==> src/rtl/definitions.sv <==
// rtl/definitions.sv - shared types and constants for the SECDED Hamming decoder
package definitions;

    typedef enum logic [1:0] {ST_LO, ST_HI, ST_CALC, ST_OUT} hamState_t;

    localparam logic [1:0] kHAM_CLEAN  = 2'b00;
    localparam logic [1:0] kHAM_FIXED  = 2'b01;
    localparam logic [1:0] kHAM_DOUBLE = 2'b10;

    // Hamming positions of data bits b1..b11, in order
    localparam logic [3:0] kDATA_POS [11] = '{4'd3, 4'd5, 4'd6, 4'd7, 4'd9, 4'd10,
                                              4'd11, 4'd12, 4'd13, 4'd14, 4'd15};

    function automatic logic [10:0] extractData(input logic [15:0] cw);
        logic [10:0] d;
        d = '0;
        for (int i = 0; i < 11; i++) begin
            d[i] = cw[kDATA_POS[i]];
        end
        return d;
    endfunction

endpackage

==> src/rtl/hamming_syndrome.sv <==
// rtl/hamming_syndrome.sv - combinational syndrome and overall parity of a 16-bit codeword
module hamming_syndrome (
    input  logic [15:0] cw,
    output logic [3:0]  s,
    output logic        P
);

    always_comb begin
        s = '0;
        for (int i = 0; i < 16; i++) begin
            for (int k = 0; k < 4; k++) begin
                if (i[k]) s[k] = s[k] ^ cw[i];
            end
        end
    end

    assign P = ^cw;

endmodule

==> src/rtl/hamming_decoder.sv <==
// rtl/hamming_decoder.sv - byte-serial SECDED decoder with saturating error statistics
module hamming_decoder
    import definitions::*;
#(
    parameter int STAT_W = 8
) (
    input  logic              Clk,
    input  logic              Reset_n,
    input  logic              inValid,
    output logic              inReady,
    input  logic [7:0]        inByte,
    output logic              outValid,
    input  logic              outReady,
    output logic [10:0]       outData,
    output logic [1:0]        outStatus,
    input  logic              clrStats,
    output logic [STAT_W-1:0] numCorrected,
    output logic [STAT_W-1:0] numDouble
);

    hamState_t   state, nextState;
    logic [15:0] cw;
    logic [15:0] fixedCw;
    logic [3:0]  syn;
    logic        parity;
    logic [10:0] calcData;
    logic [1:0]  calcStatus;
    logic        handoff;

    hamming_syndrome uSyndrome (
        .cw (cw),
        .s  (syn),
        .P  (parity)
    );

    // An odd overall parity means exactly one bit flipped; s==0 points at p0 itself
    assign fixedCw = cw ^ (16'd1 << syn);

    always_comb begin
        calcData   = extractData(cw);
        calcStatus = kHAM_CLEAN;
        if (parity) begin
            calcData   = extractData(fixedCw);
            calcStatus = kHAM_FIXED;
        end else if (syn != 4'd0) begin
            calcStatus = kHAM_DOUBLE;
        end
    end

    always_comb begin
        nextState = state;
        inReady   = 1'b0;
        outValid  = 1'b0;
        case (state)
            ST_LO: begin
                inReady = 1'b1;
                if (inValid) nextState = ST_HI;
            end
            ST_HI: begin
                inReady = 1'b1;
                if (inValid) nextState = ST_CALC;
            end
            ST_CALC: nextState = ST_OUT;
            ST_OUT: begin
                outValid = 1'b1;
                if (outReady) nextState = ST_LO;
            end
            default: nextState = ST_LO;
        endcase
    end

    assign handoff = (state == ST_OUT) && outReady;

    always_ff @(posedge Clk or negedge Reset_n) begin
        if (!Reset_n) begin
            state     <= ST_LO;
            cw        <= '0;
            outData   <= '0;
            outStatus <= kHAM_CLEAN;
        end else begin
            state <= nextState;
            if (state == ST_LO && inValid) cw[7:0]  <= inByte;
            if (state == ST_HI && inValid) cw[15:8] <= inByte;
            if (state == ST_CALC) begin
                outData   <= calcData;
                outStatus <= calcStatus;
            end
        end
    end

    always_ff @(posedge Clk or negedge Reset_n) begin
        if (!Reset_n) begin
            numCorrected <= '0;
            numDouble    <= '0;
        end else if (clrStats) begin
            numCorrected <= '0;
            numDouble    <= '0;
        end else if (handoff) begin
            if (outStatus == kHAM_FIXED && numCorrected != '1)
                numCorrected <= numCorrected + STAT_W'(1);
            if (outStatus == kHAM_DOUBLE && numDouble != '1)
                numDouble <= numDouble + STAT_W'(1);
        end
    end

endmodule

==> config.mk <==
export PLATFORM = sky130hd
export DESIGN_NAME = hamming_decoder
export DESIGN_NICKNAME = d
export VERILOG_FILES = /design/src/rtl/definitions.sv /design/src/rtl/hamming_syndrome.sv /design/src/rtl/hamming_decoder.sv
export SDC_FILE = /design/constraint.sdc
export NUM_CORES = 1
export LEC_CHECK = 0
export ABC_AREA = 1
export CORE_ASPECT_RATIO = 1.4
export CORE_MARGIN = 2
export CORE_UTILIZATION = 34
export CTS_BUF_LIST = sky130_fd_sc_hd__clkbuf_8
export DETAILED_ROUTE_END_ITERATION = 12
export PLACE_DENSITY = 0.61
export SETUP_SLACK_MARGIN = 0.2
export SLEW_MARGIN = 10
export SYNTH_ARGS = -nofsm -noshare
export SYNTH_HDL_FRONTEND = slang
export SYNTH_SLANG_ARGS = --single-unit
export TNS_END_PERCENT = 20
==> constraint.sdc <==
create_clock -name Clk -period 1.6 [get_ports Clk]
set_clock_uncertainty 0.1 [all_clocks]
set_input_delay 0.24 -clock Clk [delete_from_list [all_inputs] [get_ports Clk]]
set_output_delay 0.24 -clock Clk [all_outputs]
set_load 0.02 [all_outputs]
==> summary.md, run 1 <==
• 0 — Yosys warning count
• 0 — Antenna Cells
• true — RSZ-0062 raised after global routing
• 2 — number of levels in the clock H-tree
• 0.813 — routability cong.
• 7.27 mm — final wirelength
• 0 — number of enable-type register cells in the synthesized netlist
• 0 — # Max-Cap Violations
• done — clock tree from TritonCTS
• 100% — post-synthesis async set-or-reset flop share
• 530 — number of nets in the finished design
• 11.7 mm — global-route wire length before repair
• 43 — port bufs
• 79 — DRC marker count from the first detailed-route iteration
• 2 — buffers from clock root to sink, at most
• 542 MHz — fmax
• 1.70 ns — required time of the critical path
• 54.5% — synthesis-to-finish area growth
• 41.0% — proportion of netlist area held by the largest area contributor
• 0 — Final Hold Fails
• 77.6% — normalized max-slew margin
• 47 — number of sinks driven by the clock tree
• 0.31 ns — insertion delay of the later-clocked pin in the worst-skew pair
• 35.0% — starting density of the core
• 1200 uV — Max IR drop VDD
• 2.20 nW — LEAKAGE
• 81.6 um — horizontal die dimension
• 11.8 um — drt wl/cell
• 16.3% — global-route usage over all layers
• nand2_1 — most instantiated library cell after synthesis
• 1.94 ns — data arrival time of the critical path
• 41.0% — sequential-to-total area share from yosys stat
• 41.8% — ratio of cells with drive above 1 in the final layout
• 4.58 — via/cell ratio
• 787 — fill count
• dfrtp_1 — Most used DFF post-synth
• 47 — register bit total from synthesis
• 2310 nW/um^2 — power density over the cells
• 4 — Pre-Repair DR Iteration Count
• 0 — remaining antenna violation count
• 3910 um^2 — cell area reported after detailed placement
• -0.25 ns — setup slack of the most critical reg-to-reg path
• 402 — Synth Instances
• 39 — site row count
• 0.09 ns — Clock Pin Slew Worst Setup and Hold Paths
• 148 x nand2_1, 47 x dfrtp_1, 46 x inv_1 — top cells by instance count after synthesis
• flop — type of element launching the critical path
• 2813 — routed via count
• -0.245 ns — post-layout worst setup margin
• 0 — DRC violations left
• 0 — antenna violations before repair
• 7.13 um^2 — syn avg cell area
• 5 — clock buffers created by TritonCTS
• 5.28 mm — half-perimeter wire length after placement
• 0.333 ns — transition at the pin with the smallest max-transition slack
• setup timing — failing checks
• flop — sort of element at the end of the critical path
• reg -> reg — startpoint-to-endpoint class of the critical path
• 1.85 ns — fin crit period
• 2870 um^2 — Mapped Area
• 115% — post-route fraction of the period consumed by the critical path
• 0 — number of pins with negative max-slew slack in the final report
• 5 — maximum net fanout on the critical path
• 0 — overflow left after global routing
• 44 — I/O pins
• 30 — number of different library cells in the post-synthesis netlist
• dfrtp_1 — dominant cell type by area after synthesis
• 4430 um^2 — area of all placed cells without fillers
• 22 — setup violators final
• 421 — syn_nets
• dfrtp_1 41%, nand2_1 19%, inv_1 6.0% — Area contributors post-synth
• finished, violations left — result of the run
• 113 um — die height
• 2666 — via count of the first global-routing pass
• clkbuf_8 — cell at the root of the clock tree
• in -> async — worst min path class
• 9190 um^2 — Die Footprint
• 8200 um^2 — core region area
• 48 — pin count of the biggest net entering global routing
• 54.0% — fraction of the core area covered by cells at the end of the flow
-- flip-flops by register name (all words and copies together) (netlist names) --
signal / count
numDouble: 8
numCorrected: 8
outStatus: 2
outData: 11
state: 2
cw: 16
-- worst max-delay path, stage by stage, from the launching register on --
cell     delay (ns)
dfrtp_1        0.44
inv_2          0.11
nor2_1         0.06
nor2_1         0.13
nand2_1        0.08
nand2_2        0.08
inv_1          0.05
nand2_2        0.08
nand2_4        0.09
nor2_1         0.24
nand3_1        0.12
nand2_1        0.07
o21ai_0        0.08
-- cell families (layout without fill, tap and decap cells) --
group                      Yosys count  after routing  share of synthesized area, %
xor gates and xnor gates            13             13                          3.97
AOI/OAI and AO/OA                   49             49                          8.86
adders and majority gates            6              6                          2.62
DFF                                 47             47                          41.0
buffers and inverters               64            174                          9.43
and+or+nand+nor                    223            223                          34.1
-- report_power, final --
| part | total, W | leakage (nW) | switching, W | internal [W] |
|---|---|---|---|---|
| Clock | 0.000934 | 0.0612 | 0.000428 | 0.000506 |
| Combinational | 0.00723 | 1.55 | 0.00418 | 0.00305 |
| Sequential | 0.00204 | 0.591 | 0.000462 | 0.00158 |
| Total | 0.0102 | 2.20 | 0.00507 | 0.00514 |
-- metal layers --
layer	up-vias	GRT usage, %	wire [um]
met5	-	0	0
met4	0	4.67	96
met3	8	2.89	259
met2	51	31.3	4020
met1	1282	17.7	2900
li1	1472	-	-
-- cells in the final DEF, fill, tap and decap left out, types with 2 or more instances in the layout --
cell	count
clkdlybuf4s50_1	11
ha_4	3
o21ai_1	11
a21oi_1	8
nor2_2	5
clkbuf_2	4
xnor2_2	3
xor2_2	2
a21oi_2	4
nand3_4	2
xnor2_1	2
ha_1	2
nor2_1	12
buf_6	6
dfrtp_1	33
dlygate4sd2_1	11
buf_12	6
buf_4	59
inv_4	4
clkbuf_8	6
o21ai_0	22
inv_2	15
nand2_1	110
xor2_1	6
clkdlybuf4s15_1	8
nand3_1	17
buf_2	6
nor3_1	6
inv_1	35
dfrtp_2	14
nand2_4	6
nor2_4	6
nor3_4	2
nand2_2	37
nand3_2	16
-- through the flow --
step	instances	hold slack, ns	TNS (ns)	worst slack (ns)	power [W]
finish	614	0.326	-3.16	-0.245	0.0102
global placement	587	0.148	-5.32	-0.261	0.00757
global route	614	0.379	-6.36	-0.395	0.0110
floorplan	402	-0.156	-0.482	-0.0544	0.00583
detailed placement	587	0.152	-6.23	-0.320	0.00766
CTS	608	0.345	-3.39	-0.245	0.00935
-- timing repair --
| action | CTS | global route |
|---|---|---|
| gates resized for setup | 101 | 79 |
| endpoints found under the hold margin | 47 | 0 |
| endpoints found under the setup margin | 62 | 60 |
| pin swaps | 21 | 33 |
| buffers inserted | 12 | 6 |
| hold buffers | 1 | 0 |
-- area by class of cell --
type                            count  area [um^2]  share of cell area (%)
Inverter                           54          213                    4.80
Sequential cell                    47         1190                    27.0
Tap cell                          102          128                    2.88
Clock buffer                        6         82.6                    1.86
Timing Repair Buffer              112          977                    22.1
Clock inverter                      2         35.0                   0.791
Multi-Input combinational cell    291         1800                    40.6
-- worst paths after layout --
| check | start | end | cells past startpoint |
|---|---|---|---|
| setup reg to reg | cw[11] | outStatus[1] | 12 |
| hold / removal | Reset_n | numCorrected[7] | 3 |
| min in group Clk | outData[0] | outData[0] | 2 |
| setup / recovery | cw[11] | outStatus[1] | 12 |
| max in group asynchronous | Reset_n | cw[10] | 3 |
| hold reg to reg | outData[0] | outData[0] | 2 |
No activity file was read; power rests on OpenSTA's default activity.
==> run 2: changes to the inputs <==
--- a/config.mk
+++ b/config.mk
@@ -9,7 +9,7 @@
 export CORE_ASPECT_RATIO = 1.4
 export CORE_MARGIN = 2
 export CORE_UTILIZATION = 34
-export CTS_BUF_LIST = sky130_fd_sc_hd__clkbuf_8
+export CTS_BUF_LIST = sky130_fd_sc_hd__clkbuf_2 sky130_fd_sc_hd__clkbuf_4 sky130_fd_sc_hd__clkbuf_8
 export DETAILED_ROUTE_END_ITERATION = 12
 export PLACE_DENSITY = 0.61
 export SETUP_SLACK_MARGIN = 0.2
==> results of run 2 <==
Final layout, timing and power as in run 1 (identical DEF).
